### src/rtl/dice_roll_qualifier_if.sv
// -----------------------------------------------------------------------------
// dice_roll_qualifier_if
//
// Groups every signal of the dice roll qualifier except clk and reset.
//
// Producer-side signals (driven by the master: detector, game controller):
//   enable        level, game state active
//   frame_tick    one-cycle pulse per frame end
//   color_valid   one-cycle pulse, new detector result
//   color_code    detector colour, meaningful while color_valid=1
//   white_present level, tray reported empty/white
//   dice_ack      consumer accepts the current result
// Qualifier-side signals (driven by the slave, the qualifier itself):
//   dice_valid    result available, held until acknowledged
//   dice_value    qualified colour code
//   dice_steps    dice_value + 1 (1..4)
//   timeout_err   one-cycle pulse when a settle attempt is abandoned
//   busy          high while settling or reporting
//   state_dbg     encoded state (IDLE=0 REARM=1 ARMED=2 SETTLE=3 REPORT=4)
// -----------------------------------------------------------------------------
interface dice_roll_qualifier_if;
  logic       enable;
  logic       frame_tick;
  logic       color_valid;
  logic [1:0] color_code;
  logic       white_present;
  logic       dice_ack;
  logic       dice_valid;
  logic [1:0] dice_value;
  logic [2:0] dice_steps;
  logic       timeout_err;
  logic       busy;
  logic [2:0] state_dbg;

  modport master (
    output enable, frame_tick, color_valid, color_code, white_present, dice_ack,
    input  dice_valid, dice_value, dice_steps, timeout_err, busy, state_dbg
  );

  modport slave (
    input  enable, frame_tick, color_valid, color_code, white_present, dice_ack,
    output dice_valid, dice_value, dice_steps, timeout_err, busy, state_dbg
  );
endinterface

### src/rtl/dice_roll_qualifier.sv
// -----------------------------------------------------------------------------
// dice_roll_qualifier
//
// Turns the colour detector's per-frame results into exactly one handshaked
// dice result per physical roll. A roll is only accepted after the tray has
// been seen white for REARM_FRAMES consecutive frame ticks, followed by
// SETTLE_COUNT agreeing non-white samples. A settle attempt that does not
// converge within TIMEOUT_FRAMES frame ticks is abandoned with a one-cycle
// timeout_err pulse. After a result is acknowledged the block re-arms, so the
// same dice still lying in the tray cannot be counted twice.
//
// Ports:
//   clk    pixel clock, rising edge
//   reset  synchronous, active-high
//   bus    dice_roll_qualifier_if.slave (see the interface for signal list)
//
// Parameters (legal ranges): SETTLE_COUNT 1..63, REARM_FRAMES 1..63,
// TIMEOUT_FRAMES 2..63, all of which must fit in CNT_W-bit counters.
// -----------------------------------------------------------------------------
module dice_roll_qualifier #(
  parameter int SETTLE_COUNT   = 4,
  parameter int REARM_FRAMES   = 8,
  parameter int TIMEOUT_FRAMES = 60,
  parameter int CNT_W          = 6
) (
  input  logic                  clk,
  input  logic                  reset,
  dice_roll_qualifier_if.slave  bus
);

  localparam int CNT_MAX = (1 << CNT_W) - 1;

  // Elaboration-time guards: a parameter that does not fit the counters
  // would make a terminal count unreachable.
  if (SETTLE_COUNT < 1 || SETTLE_COUNT > CNT_MAX) begin : g_bad_settle
    $error("SETTLE_COUNT out of range for CNT_W");
  end
  if (REARM_FRAMES < 1 || REARM_FRAMES > CNT_MAX) begin : g_bad_rearm
    $error("REARM_FRAMES out of range for CNT_W");
  end
  if (TIMEOUT_FRAMES < 2 || TIMEOUT_FRAMES > CNT_MAX) begin : g_bad_timeout
    $error("TIMEOUT_FRAMES out of range for CNT_W");
  end

  // Terminal counts in counter width. The "_LAST" values are compared against
  // the pre-increment count, so the event fires on the tick that completes N.
  localparam logic [CNT_W-1:0] SETTLE_C     = CNT_W'(SETTLE_COUNT);
  localparam logic [CNT_W-1:0] REARM_LAST   = CNT_W'(REARM_FRAMES - 1);
  localparam logic [CNT_W-1:0] TIMEOUT_LAST = CNT_W'(TIMEOUT_FRAMES - 1);
  localparam logic [CNT_W-1:0] CNT_SAT      = {CNT_W{1'b1}};
  localparam logic [CNT_W-1:0] CNT_ONE      = CNT_W'(1);

  typedef enum logic [2:0] {
    ST_IDLE   = 3'd0,
    ST_REARM  = 3'd1,
    ST_ARMED  = 3'd2,
    ST_SETTLE = 3'd3,
    ST_REPORT = 3'd4
  } state_e;

  // Counters hold at all-ones instead of wrapping.
  function automatic logic [CNT_W-1:0] sat_inc(input logic [CNT_W-1:0] v);
    return (v == CNT_SAT) ? v : v + CNT_ONE;
  endfunction

  state_e           state_q,      state_d;
  logic [CNT_W-1:0] wcnt_q,       wcnt_d;   // consecutive white frame ticks
  logic [CNT_W-1:0] agree_q,      agree_d;  // consecutive matching samples
  logic [CNT_W-1:0] tcnt_q,       tcnt_d;   // frame ticks spent settling
  logic [1:0]       cand_q,       cand_d;   // colour currently being settled
  logic             dice_valid_q, dice_valid_d;
  logic [1:0]       dice_value_q, dice_value_d;
  logic             timeout_q,    timeout_d;
  logic             busy_q,       busy_d;

  // ---------------------------------------------------------------------------
  // Next-state logic
  // ---------------------------------------------------------------------------
  // NOTE: every variable gets its hold value first, so no path through the
  // case statement can leave one unassigned and infer a latch.
  always_comb begin
    state_d   = state_q;
    wcnt_d    = wcnt_q;
    agree_d   = agree_q;
    tcnt_d    = tcnt_q;
    cand_d    = cand_q;
    timeout_d = 1'b0;

    if (!bus.enable) begin
      // Leaving the game state abandons everything, silently.
      state_d = ST_IDLE;
      wcnt_d  = '0;
      agree_d = '0;
      tcnt_d  = '0;
      cand_d  = '0;
    end else begin
      unique case (state_q)
        ST_IDLE: begin
          state_d = ST_REARM;
          wcnt_d  = '0;
        end

        // Wait for an unbroken run of white frames; colour samples are
        // ignored here, which is what blocks double-counting a dice that is
        // still lying in the tray after its result was acknowledged.
        ST_REARM: begin
          if (bus.frame_tick) begin
            if (bus.white_present) begin
              wcnt_d = sat_inc(wcnt_q);
              if (wcnt_q == REARM_LAST) state_d = ST_ARMED;
            end else begin
              wcnt_d = '0;
            end
          end
        end

        // First non-white sample starts a settle attempt.
        ST_ARMED: begin
          if (bus.color_valid && !bus.white_present) begin
            cand_d  = bus.color_code;
            agree_d = CNT_ONE;
            tcnt_d  = '0;
            state_d = (SETTLE_COUNT == 1) ? ST_REPORT : ST_SETTLE;
          end
        end

        ST_SETTLE: begin
          // Colour is evaluated before the frame tick.
          if (bus.color_valid) begin
            if (bus.white_present) begin
              // Dice removed mid-settle: wait for the next one.
              state_d = ST_ARMED;
              agree_d = '0;
            end else if (bus.color_code == cand_q) begin
              agree_d = sat_inc(agree_q);
              if (agree_d >= SETTLE_C) state_d = ST_REPORT;
            end else begin
              // Still rolling: restart agreement on the new colour but keep
              // the timeout running so a flickering dice cannot stall us.
              cand_d  = bus.color_code;
              agree_d = CNT_ONE;
            end
          end
          // A colour decision that already left SETTLE suppresses the timeout.
          if (bus.frame_tick && state_d == ST_SETTLE) begin
            tcnt_d = sat_inc(tcnt_q);
            if (tcnt_q == TIMEOUT_LAST) begin
              timeout_d = 1'b1;
              state_d   = ST_REARM;
              wcnt_d    = '0;
            end
          end
        end

        ST_REPORT: begin
          if (bus.dice_ack && dice_valid_q) begin
            state_d = ST_REARM;
            wcnt_d  = '0;
          end
        end

        default: state_d = ST_IDLE;
      endcase
    end
  end

  // Output registers are computed from the next state so that every output
  // describes the state after the edge without any input-to-output path.
  always_comb begin
    dice_valid_d = (state_d == ST_REPORT);
    busy_d       = (state_d == ST_SETTLE) || (state_d == ST_REPORT);
    // The reported value is captured once on entry and held while reporting.
    dice_value_d = (state_d == ST_REPORT && state_q != ST_REPORT) ? cand_d
                                                                  : dice_value_q;
  end

  // ---------------------------------------------------------------------------
  // State registers
  // ---------------------------------------------------------------------------
  // NOTE: sequential state uses non-blocking assignments so all registers
  // update together from values sampled before the edge.
  // NOTE: reset is synchronous and covers every register; there is no memory
  // array here that would need to be left out of reset.
  always_ff @(posedge clk) begin
    if (reset) begin
      state_q      <= ST_IDLE;
      wcnt_q       <= '0;
      agree_q      <= '0;
      tcnt_q       <= '0;
      cand_q       <= '0;
      dice_valid_q <= 1'b0;
      dice_value_q <= '0;
      timeout_q    <= 1'b0;
      busy_q       <= 1'b0;
    end else begin
      state_q      <= state_d;
      wcnt_q       <= wcnt_d;
      agree_q      <= agree_d;
      tcnt_q       <= tcnt_d;
      cand_q       <= cand_d;
      dice_valid_q <= dice_valid_d;
      dice_value_q <= dice_value_d;
      timeout_q    <= timeout_d;
      busy_q       <= busy_d;
    end
  end

  assign bus.dice_valid  = dice_valid_q;
  assign bus.dice_value  = dice_value_q;
  assign bus.dice_steps  = {1'b0, dice_value_q} + 3'd1;
  assign bus.timeout_err = timeout_q;
  assign bus.busy        = busy_q;
  assign bus.state_dbg   = state_q;

endmodule

### src/flat_wrapper.sv
// flat-port wrapper written by rule: the top's interface ports become plain ports
module dice_roll_qualifier_flat 
#(
  parameter int SETTLE_COUNT   = 4,
  parameter int REARM_FRAMES   = 8,
  parameter int TIMEOUT_FRAMES = 60,
  parameter int CNT_W          = 6
)
  (clk, reset, bus_enable, bus_frame_tick, bus_color_valid, bus_color_code, bus_white_present, bus_dice_ack, bus_dice_valid, bus_dice_value, bus_dice_steps, bus_timeout_err, bus_busy, bus_state_dbg);
  dice_roll_qualifier_if bus_i ();
  input  logic clk;
  input  logic reset;
  input wire logic [$bits(bus_i.enable)-1:0] bus_enable;
  input wire logic [$bits(bus_i.frame_tick)-1:0] bus_frame_tick;
  input wire logic [$bits(bus_i.color_valid)-1:0] bus_color_valid;
  input wire logic [$bits(bus_i.color_code)-1:0] bus_color_code;
  input wire logic [$bits(bus_i.white_present)-1:0] bus_white_present;
  input wire logic [$bits(bus_i.dice_ack)-1:0] bus_dice_ack;
  output wire logic [$bits(bus_i.dice_valid)-1:0] bus_dice_valid;
  output wire logic [$bits(bus_i.dice_value)-1:0] bus_dice_value;
  output wire logic [$bits(bus_i.dice_steps)-1:0] bus_dice_steps;
  output wire logic [$bits(bus_i.timeout_err)-1:0] bus_timeout_err;
  output wire logic [$bits(bus_i.busy)-1:0] bus_busy;
  output wire logic [$bits(bus_i.state_dbg)-1:0] bus_state_dbg;
  assign bus_i.enable = bus_enable;
  assign bus_i.frame_tick = bus_frame_tick;
  assign bus_i.color_valid = bus_color_valid;
  assign bus_i.color_code = bus_color_code;
  assign bus_i.white_present = bus_white_present;
  assign bus_i.dice_ack = bus_dice_ack;
  assign bus_dice_valid = bus_i.dice_valid;
  assign bus_dice_value = bus_i.dice_value;
  assign bus_dice_steps = bus_i.dice_steps;
  assign bus_timeout_err = bus_i.timeout_err;
  assign bus_busy = bus_i.busy;
  assign bus_state_dbg = bus_i.state_dbg;
  dice_roll_qualifier #(.SETTLE_COUNT(SETTLE_COUNT), .REARM_FRAMES(REARM_FRAMES), .TIMEOUT_FRAMES(TIMEOUT_FRAMES), .CNT_W(CNT_W)) u_core (.clk(clk), .reset(reset), .bus(bus_i));
endmodule
### config.mk
export PLATFORM = sky130hd
export DESIGN_NAME = dice_roll_qualifier_flat
export DESIGN_NICKNAME = d
export VERILOG_FILES = /design/src/rtl/dice_roll_qualifier_if.sv /design/src/rtl/dice_roll_qualifier.sv /design/src/flat_wrapper.sv
export SDC_FILE = /design/constraint.sdc
export NUM_CORES = 1
export LEC_CHECK = 0
export BUFFER_PORTS_ARGS = -buffer_cell sky130_fd_sc_hd__buf_2
export CAP_MARGIN = 10
export CELL_PAD_IN_SITES_DETAIL_PLACEMENT = 1
export CELL_PAD_IN_SITES_GLOBAL_PLACEMENT = 1
export CORE_ASPECT_RATIO = 1.25
export CORE_MARGIN = 1
export CORE_UTILIZATION = 43
export CTS_CLUSTER_SIZE = 40
export DETAILED_ROUTE_END_ITERATION = 10
export PLACE_DENSITY = 0.84
export SLEW_MARGIN = 20
export SYNTH_ARGS = -nofsm -noshare
export SYNTH_HDL_FRONTEND = slang
export SYNTH_SLANG_ARGS = --single-unit
export TNS_END_PERCENT = 5
### constraint.sdc
create_clock -name clk -period 2.8 [get_ports clk]
set_clock_uncertainty 0.1 [all_clocks]
set_input_delay 0.14 -clock clk [delete_from_list [all_inputs] [get_ports clk]]
set_output_delay 0.14 -clock clk [all_outputs]
set_load 0.05 [all_outputs]
Yosys cells after proc, flatten, opt, wreduce, memory -nomap -nowiden

Cells that the tools add are included.

Bitwise operators: 3
Mux-type cells: 39
Shift operators: 0
Order comparisons: 1
Divide/modulo/power cells: 0
Equal/unequal tests: 22
Add/sub/neg operators: 4
Reductions and logical operators: 14
Multiply operators: 0

Operator list:

| operator                                              | number |
|---|---|
| 2-to-1 mux 6 bit                                      | 14 |
| 2-to-1 mux 3 bit                                      | 14 |
| equality test 6 bit, second input constant            | 4 |
| one-hot mux 6 bit (2 select lines)                    | 2 |
| one-hot mux 6 bit (4 select lines)                    | 1 |
| adder 6 x 1 -> 6 bit, second input constant           | 3 |
| one-hot mux 3 bit (5 select lines)                    | 1 |
| equality test 3 x 2 -> 1 bit, second input constant   | 4 |
| 2-to-1 mux 2 bit                                      | 5 |
| inequality test 2 x 1 -> 1 bit, second input constant | 4 |
| equality test 3 bit, second input constant            | 2 |
| equality test 6 x 3 -> 1 bit, second input constant   | 1 |
| >= comparator 6 x 3 -> 1 bit, second input constant   | 1 |
| inequality test 2 bit, second input constant          | 3 |
| inequality test 3 bit, second input constant          | 2 |
| AND reduction 6 bit                                   | 1 |
| logical AND 1 bit                                     | 4 |
| one-hot mux 2 bit (2 select lines)                    | 1 |
| AND reduction 4 bit                                   | 1 |
| nonzero test 4 bit                                    | 1 |
| OR reduction 4 bit                                    | 1 |
| adder 2 x 1 -> 3 bit, second input constant           | 1 |
| equality test 3 x 1 -> 1 bit, second input constant   | 1 |
| zero test 3 bit                                       | 1 |
| 8 further kinds                                       | 10 |

Memory bits (writable): 0
ROM bits: 0
Latch bits: 0
Logic and storage cells: 92
Bits of input ports: 9
Register bits after elaboration: 28
Memories kept: 0

Depth between registers and ports, before layout

Gate-level depths: netlist (run 1).

Depth after elaboration: 16
Depth in mapped cells: 7

Least setup slack after synthesis (run 1)

OpenSTA, ideal clock, no wires.

Kind: flip-flop to flip-flop
From: register u_core.state_q[0], in the netlist u_core.bus.state_dbg[0]
To: register u_core.tcnt_q[4]
Slack: 653 ps
Clock period less this slack: 2147 ps
Cell stages (with the launch flop): 8
Data arrival time: 1977 ps
Data required time: 2630 ps
Library setup time: 70 ps
Path through: dfxtp_1 -> buf_2 -> nand2b_1 -> nor2_1 -> and3_1 -> o21ai_2 -> or3_1 -> a21oi_1

Word-level cells in the longest chain between the ends: 10
Elaborated cells between the ends (all ways): 16
Those cells by class: 6 x eq/ne; 7 x mux; 3 x reduce/logical

RTL lines:

| element                                  | line                       | RTL |
|---|---|---|
| start: declaration                       | dice_roll_qualifier.sv:66  | `state_e state_q, state_d;` |
| start signal: assignment                 | dice_roll_qualifier.sv:196 | `state_q <= state_d;` |
| 2-to-1 mux 3 bit                         | dice_roll_qualifier.sv:136 | `if (agree_d >= SETTLE_C) state_d = ST_REPORT;` |
| 2-to-1 mux 3 bit                         | dice_roll_qualifier.sv:134 | `end else if (bus.color_code == cand_q) begin` |
| 2-to-1 mux 3 bit                         | dice_roll_qualifier.sv:130 | `if (bus.white_present) begin` |
| 2-to-1 mux 3 bit                         | dice_roll_qualifier.sv:129 | `if (bus.color_valid) begin` |
| 2-to-1 mux 3 bit                         | dice_roll_qualifier.sv:97  | `unique case (state_q)` |
| 2-to-1 mux 3 bit                         | dice_roll_qualifier.sv:89  | `if (!bus.enable) begin` |
| equality test 3 x 2 -> 1 bit             | dice_roll_qualifier.sv:145 | `if (bus.frame_tick && state_d == ST_SETTLE) begin` |
| logical AND 1 bit                        | dice_roll_qualifier.sv:145 |  |
| inequality test 2 x 1 -> 1 bit (no line) | -                          |  |
| AND reduction 4 bit (no line)            | -                          |  |
| end signal: assignment                   | dice_roll_qualifier.sv:199 | `tcnt_q <= tcnt_d;` |
| end: declaration                         | dice_roll_qualifier.sv:69  | `logic [CNT_W-1:0] tcnt_q, tcnt_d;` |

Several ways; a longest one is shown, not always the timed one. The select of a mux whose other input is x is not followed.
A chain may end at the register's enable or synchronous reset.

Worst setup path after layout (run 1)

From: register u_core.agree_q[0]
To: register u_core.dice_value_q[0], in the netlist u_core.bus.dice_value[0]

Word-level cells in the longest chain between the ends: 16
Elaborated cells between the ends (all ways): 18
Those cells by class: 1 x add/sub; 1 x order compare; 3 x eq/ne; 11 x mux; 2 x reduce/logical

RTL lines:

| element                                                     | line                       | RTL |
|---|---|---|
| start: declaration                                          | dice_roll_qualifier.sv:68  | `logic [CNT_W-1:0] agree_q, agree_d;` |
| start signal: assignment                                    | dice_roll_qualifier.sv:198 | `agree_q <= agree_d;` |
| adder 6 x 1 -> 6 bit or equality test 6 bit (tied branches) | dice_roll_qualifier.sv:63  | `return (v == CNT_SAT) ? v : v + CNT_ONE;` |
| 2-to-1 mux 6 bit (*)                                        | dice_roll_qualifier.sv:63  |  |
| >= comparator 6 x 3 -> 1 bit (*)                            | dice_roll_qualifier.sv:136 |  |
| 2-to-1 mux 3 bit (*)                                        | dice_roll_qualifier.sv:136 |  |
| 2-to-1 mux 3 bit (*)                                        | dice_roll_qualifier.sv:134 |  |
| 2-to-1 mux 3 bit (*)                                        | dice_roll_qualifier.sv:130 |  |
| 2-to-1 mux 3 bit (*)                                        | dice_roll_qualifier.sv:129 |  |
| 2-to-1 mux 3 bit (*)                                        | dice_roll_qualifier.sv:97  |  |
| 2-to-1 mux 3 bit (*)                                        | dice_roll_qualifier.sv:89  |  |
| equality test 3 x 2 -> 1 bit                                | dice_roll_qualifier.sv:145 |  |
| logical AND 1 bit                                           | dice_roll_qualifier.sv:145 |  |
| 2-to-1 mux 3 bit (*)                                        | dice_roll_qualifier.sv:145 |  |
| one-hot mux 3 bit (5 select lines) (*)                      | dice_roll_qualifier.sv:97  |  |
| 2-to-1 mux 3 bit (*)                                        | dice_roll_qualifier.sv:89  |  |
| equality test 3 bit (*)                                     | dice_roll_qualifier.sv:173 | `dice_value_d = (state_d == ST_REPORT && state_q != ST_REPORT) ? cand_d` |
| logical AND 1 bit (*)                                       | dice_roll_qualifier.sv:173 |  |
| end signal: assignment                                      | dice_roll_qualifier.sv:202 | `dice_value_q <= dice_value_d;` |
| end: declaration                                            | dice_roll_qualifier.sv:72  | `logic [1:0] dice_value_q, dice_value_d;` |

Mark *: on every way between the ends. The rest lies on a longest branch, timed or not. The select of a mux whose other input is x is not followed.

==> results.md, run 1 <==
* # diodes at 0
* Antenna violations before repair at 0
* DRT iter0 DRCs at 63
* Ranking of synthesized cells by area: dfxtp_1 (34%), a21oi_1 (4.8%), nor2_1 (4.5%), o21ai_0 (3.9%), nand2_1 (3.8%)
* Final period util at 79.0%
* Routed WL at 4.26 mm
* CP max stage cell: dfxtp_1
* H-tree depth at 1
* Total number of clock tree sinks at 28
* Worst slew margin at around two thirds
* CP Class: reg -> reg
* Pwr Total at 0.665 mW
* DPL Wire Length at 3.29 mm
* Max Freq at 452 MHz
* Syn_nets at 219
* CTS tree: yes
* Synth area leader: dfxtp_1
* CP Max Fanout at 6
* Commonest cells post-synth: dfxtp_1 (28), nor2_1 (20), nand2_1 (17)
* Class of the worst hold path: in -> reg
* Total of warnings raised by yosys at 0
* Final global-route overflow total at 0
* DIE WIDTH at 57.7 um
* Setup TNS at 0 ns
* Seq cells post-synth at 28
* Initial core utilization at 46.2%
* Worst EP arrival at 2.28 ns
* Mapped Cells at 206
* Async set-or-reset flop fraction in the synthesized netlist at 0%
* Final hold violation count at 0
* Post-Syn Area at 1670 sq um
* Area grow syn2layout at 8.87%
* Startpoint Class: flip-flop
* Post-route DRC violation count at 2
* Failing checks: design-rule violations
* Final worst path period need at 2.21 ns
* Pre-CTS WS at 0.608 ns
* P_leak at 0.671 nW
* Via count at 1566
* Mux share of post-synthesis cell area at 2.48%
* Final net count at 235
* Synth Area per Inst at 8.08 sq um
* GRT Total Usage at 22.6%
* Final core utilization at approximately half
* Pin count of the biggest net entering global routing at 15
* Core Region at ~3600 sq um
* I/O pin count at 20
* Vias in the first global route at 1592
* Routability cong. at 0.851
* Worst-path clk slew at around 0.090 ns
* FP Rows at 24
* Crit end category: flip-flop
* Antenna-violating nets left at 0
* Layout cells sized above 1 at 16.4%
* Post-synthesis xor/xnor area fraction at 3.16%
* WL/cell at between 15 and 20 um
* Register area share after synthesis at 33.7%
* Synth top area share at 33.7%
* Worst Max-Slew Pin Slew at about 0.48 ns
* Ys flop type: dfxtp_1
* Num CTS Buffers at 3
* Final Max Slew Viols at 0
* First-pass GRT wire length at about 7.4 mm
* Endpoints failing setup at 0
* Clk_lat worst skew at 0.27 ns
* Post-Synth Adder-Cell Area at between 3 and 4%
* DIE AREA at 4130 sq um
* Number of enable flip-flop cells after synthesis at 0
* Hold WS at 0.0839 ns
* Via density per instance at 6.05
* Maxcap violations at 0
* RSZ-0062 raised after global routing: false
* First-pass DRT Iterations at 7
* CTS Buffer Depth at 2
* Post-CTS Setup Bufs at 0
* Count leader, synth: dfxtp_1
* Clock Root Buffer: clkbuf_8
* Main combinational cell family by area after synthesis: simple AND/OR/NAND/NOR gates
* Worst path cell trace: ha_1 > nor2_1 > mux2i_1 > o31ai_1 > nor4_2 > mux2i_1 > nor2_1
* Power Density at roughly 370 nW/um^2
* Synth Area in Compound Gates at 23.7%
* Die Span Y at 71.6 um
* Outcome: finished with violations
* Worst path required time at ~2.9 ns
* # port buffers at 19
* Slowest stage delay, CP at 0.44 ns
* Post-synthesis simple-gate area fraction at 28.9%
* Peak supply drop at roughly 0.18 mV
* Synth unique cells at 52
* PnR worst setup slack at 0.588 ns
area by class of cell:
| cell class | instances | area [sq um] |
|---|---|---|
| well taps | 39 | 48.8 |
| fillers | 475 | 1790 |
| multi-input cells | 160 | 1020 |
| inverters | 8 | 30.0 |
| repair buffers | 21 | 113 |
| flip-flops and latches | 28 | 561 |
| clock buffers | 3 | 41.3 |
state kept, by name, indices dropped and copies added (netlist names):
signal and count:
u_core.wcnt_q 6, u_core.cand_q 2, u_core.tcnt_q 6, u_core.bus.dice_value 2, u_core.bus.state_dbg 3, u_core.bus.busy 1, u_core.bus.dice_valid 1, u_core.bus.timeout_err 1
u_core.agree_q 6
power by group:
part	total [mW]	internal, mW	switching (mW)
logic	0.0476	0.0157	0.0319
registers	0.402	0.399	0.00263
clock network	0.215	0.0966	0.119
total	0.665	0.511	0.153
path summary, 6_finish.rpt:
path / end / startpoint / slack [ns] / cells past startpoint
max: u_core.bus.dice_value[0] / u_core.agree_q[0] / 0.59 / 7
min: u_core.cand_q[1] / bus_color_code[1] / 0.08 / 3
max reg2reg: u_core.bus.dice_value[0] / u_core.agree_q[0] / 0.59 / 7
min reg2reg: u_core.tcnt_q[5] / u_core.tcnt_q[5] / 0.39 / 2
cell usage in the layout (no fill, tap or decap), types with 2 or more instances in the layout:
master     netlist  final
dfxtp_1         28     28
nor2_1          20     20
buf_2            5     19
nand2_1         17     17
a21oi_1         16     16
o21ai_0         13     13
nand3_1         12     12
inv_1            8      8
and3_1           7      7
nor3_1           5      5
nand2b_1         4      4
a31oi_1          4      4
nand4_1          4      4
or3_1            4      4
ha_1             4      4
mux2i_1          3      3
xor2_1           3      3
xnor2_1          3      3
and2_1           3      3
a41oi_1          3      3
clkbuf_8         0      3
o21ai_1          2      2
nor2b_1          2      2
nand3b_1         2      2
o31ai_1          2      2
o2111ai_1        2      2
a211oi_1         2      2
cell families (layout without fill, tap and decap cells):
| logic type | Yosys count | count (layout) |
|---|---|---|
| AO/OA/AOI/OAI | 57 | 57 |
| flip-flops | 28 | 28 |
| adder cells (fa/ha/maj) | 4 | 4 |
| multiplexers | 4 | 4 |
| AND/OR/NAND/NOR | 89 | 89 |
| XOR/XNOR | 6 | 6 |
| buffers and inverters | 18 | 32 |
worst max-delay path, delay by kind of cell (launching register included):
kind,cells,cell delay (ns)
multiplexers,2,0.59
adder cells (fa/ha/maj),1,0.29
AO/OA/AOI/OAI,1,0.18
flip-flops,1,0.44
AND/OR/NAND/NOR,3,0.51
metrics by stage:
stage / cell area (sq um) / cells
finish: 1810 / 259
global placement: 1760 / 255
global route: 1810 / 259
CTS: 1810 / 259
detailed placement: 1760 / 255
floorplan: 1670 / 206
routing by layer:
| layer | share of wire, % | vias up | track usage (%) |
|---|---|---|---|
| li1 | - | 781 | - |
| met1 | 47 | 752 | 28.7 |
| met2 | 49 | 24 | 40.7 |
| met3 | 2.2 | 9 | 1.81 |
| met4 | 1.7 | 0 | 6.35 |
| met5 | 0 | - | 0 |
timing repair:
action	in CTS	in global routing
resized for setup	0	0
hold buffers	1	0
hold endpoints to repair	2	0
Power figures use the tool's default switching activity.
==> run 2, diff against run 1 <==
clock period = 2.2 ns   (was 2.8 ns; I/O delays follow)
==> results.md, run 2 (synthesis gave the netlist of run 1 again) <==
* Outcome: finished with violations (unchanged)
* Failing checks: design-rule violations (unchanged)
* Pre-CTS WS at 0.120 ns (was 0.608 ns)
* Routed WL at 4.48 mm (was 4.26 mm)
* Core Region at 3600 sq um (unchanged)
* Final core utilization at 52.9% (was 50.3%)
* Final instance area at 1910 sq um (was 1810 sq um)
* Most common cell after layout, fill and taps aside: dfxtp_1 (unchanged)
* Worst path required time at 2.31 ns (was 2.87 ns)
* Vias in the first global route at 1622 (was 1592)
* Clk_lat worst skew at 0.27 ns (about the same)
* Most frequent cells in the layout: dfxtp_1 (25), buf_2 (19), nor2_1 (18) (was dfxtp_1 (28), nor2_1 (20), buf_2 (19))
* Total number of clock tree sinks at 28 (unchanged)
* Critical Path Source: u_core.wcnt_q[0] (was u_core.agree_q[0])
* Via density per instance at 6.10 (was 6.05)
* Final period util at 95.3% (was 79.0%)
* Worst reg2reg path startpoint: u_core.wcnt_q[0] (was u_core.agree_q[0])
* First-pass DRT Iterations at 7 (unchanged)
* I/O pin count at 20 (unchanged)
* Worst EP arrival at 2.21 ns (was 2.28 ns)
* DIE AREA at 4130 sq um (unchanged)
* Initial core utilization at 46.2% (unchanged)
* CP Class: reg -> reg (unchanged)
* CP Max Fanout at 5 (was 6)
* Endpoints failing setup at 0 (unchanged)
* Final global-route overflow total at 0 (unchanged)
* # port buffers at 19 (unchanged)
* WL/cell at 16.9 um (was 16.4 um)
* Startpoint Class: flip-flop (unchanged)
* Clock Root Buffer: clkbuf_8 (unchanged)
* Final hold violation count at 0 (unchanged)
* Hold WS at 0.0787 ns (was 0.0839 ns)
* Worst-path clk slew at 0.10 ns (was 0.09 ns)
* # diodes at 0 (unchanged)
* P_leak at 0.722 nW (was 0.671 nW)
* DPL Wire Length at 3.41 mm (was 3.29 mm)
* Maxcap violations at 0 (unchanged)
* Peak supply drop at 0.285 mV (was 0.184 mV)
* Die Span Y at 71.6 um (unchanged)
* Final worst path period need at 2.10 ns (was 2.21 ns)
* Pwr Total at 0.981 mW (was 0.665 mW)
* H-tree depth at 1 (unchanged)
* RSZ-0062 raised after global routing: true (was false)
* Antenna-violating nets left at 0 (unchanged)
* First-pass GRT wire length at 7.28 mm (was 7.38 mm)
* GRT Total Usage at 22.2% (was 22.6%)
* Num CTS Buffers at 3 (unchanged)
* Antenna violations before repair at 0 (unchanged)
* DIE WIDTH at 57.7 um (unchanged)
* Routability cong. at 0.832 (was 0.851)
* Worst Max-Slew Pin Slew at 0.526 ns (was 0.475 ns)
* DP Cell Count at 260 (was 255)
* Post-CTS Setup Bufs at 0 (unchanged)
* Max Freq at 477 MHz (was 452 MHz)
* Layout cells sized above 1 at 21.7% (was 16.4%)
* PnR worst setup slack at 0.104 ns (was 0.588 ns)
* Hold path start: bus_color_code[1] (unchanged)
* Crit end category: flip-flop (unchanged)
* Pin count of the biggest net entering global routing at 17 (was 15)
* Power Density at 514 nW/um^2 (was 367 nW/um^2)
* Setup TNS at 0 ns (unchanged)
* Worst slew margin at 64.7% (was 68.2%)
* DRT iter0 DRCs at 55 (was 63)
* Post-route DRC violation count at 2 (unchanged)
* Cell Count, Final, Fillers Out at 265 (was 259)
* FP Rows at 24 (unchanged)
* CTS Buffer Depth at 2 (unchanged)
* Largest registers: u_core.agree_q (6), u_core.tcnt_q (6), u_core.wcnt_q (6) (unchanged)
* Area grow syn2layout at 14.5% (was 8.87%)
* Final net count at 240 (was 235)
* Via count at 1616 (was 1566)
* CTS tree: yes (unchanged)
* Final Max Slew Viols at 0 (unchanged)
* Placed inst area at 1800 sq um (was 1760 sq um)
* Class of the worst hold path: in -> reg (unchanged)
-- run 2: cell types whose count changed in the layout (fill, tap and decap cells not counted), sizes merged --
cell | before | now
bufinv | 0 | 1
buf | 20 | 25
-- run 2: layer usage --
| metal | up-vias | GRT usage [%] | part of all wire, % |
|---|---|---|---|
| met2 | 23 | 42.4 | 53 |
| met5 | - | 0 | 0 |
| li1 | 795 | - | - |
| met1 | 790 | 26.4 | 44 |
| met3 | 8 | 1.62 | 1.5 |
| met4 | 0 | 5.82 | 1.6 |
-- run 2: path summary, 6_finish.rpt --
kind | endpoint | slack (ns) | depth (start not counted)
setup / recovery | u_core.bus.busy | 0.10 | 7
hold / removal | u_core.cand_q[1] | 0.08 | 3
setup reg to reg | u_core.bus.busy | 0.10 | 7
hold reg to reg | u_core.tcnt_q[1] | 0.39 | 2
-- run 2: final cells by class --
| class | count | area [sq um] |
|---|---|---|
| clock buffers | 3 | 41.3 |
| fillers | 451 | 1700 |
| multi-input cells | 160 | 1040 |
| repair buffers | 26 | 150 |
| well taps | 39 | 48.8 |
| inverters | 8 | 30.0 |
| clock inverters | 1 | 30.0 |
| flip-flops and latches | 28 | 564 |
-- run 2: timing repair --
item | CTS | global route
endpoints found under the hold margin | 2 | 0
endpoints found under the setup margin | 0 | 12
resized for setup | 0 | 8
hold buffers | 1 | 0
-- run 2: worst max-delay path: stages (launching register included) --
cell	delay [ns]
dfxtp_1	0.39
ha_1	0.27
nand4_1	0.12
nor4_1	0.37
a31oi_1	0.14
or3_1	0.32
and2_1	0.17
o21bai_1	0.14
-- run 2: power by group --
part           leakage [nW]  switching (mW)  internal [mW]
Clock                0.0357           0.163          0.244
Sequential            0.227         0.00334          0.508
Combinational         0.459          0.0421         0.0209
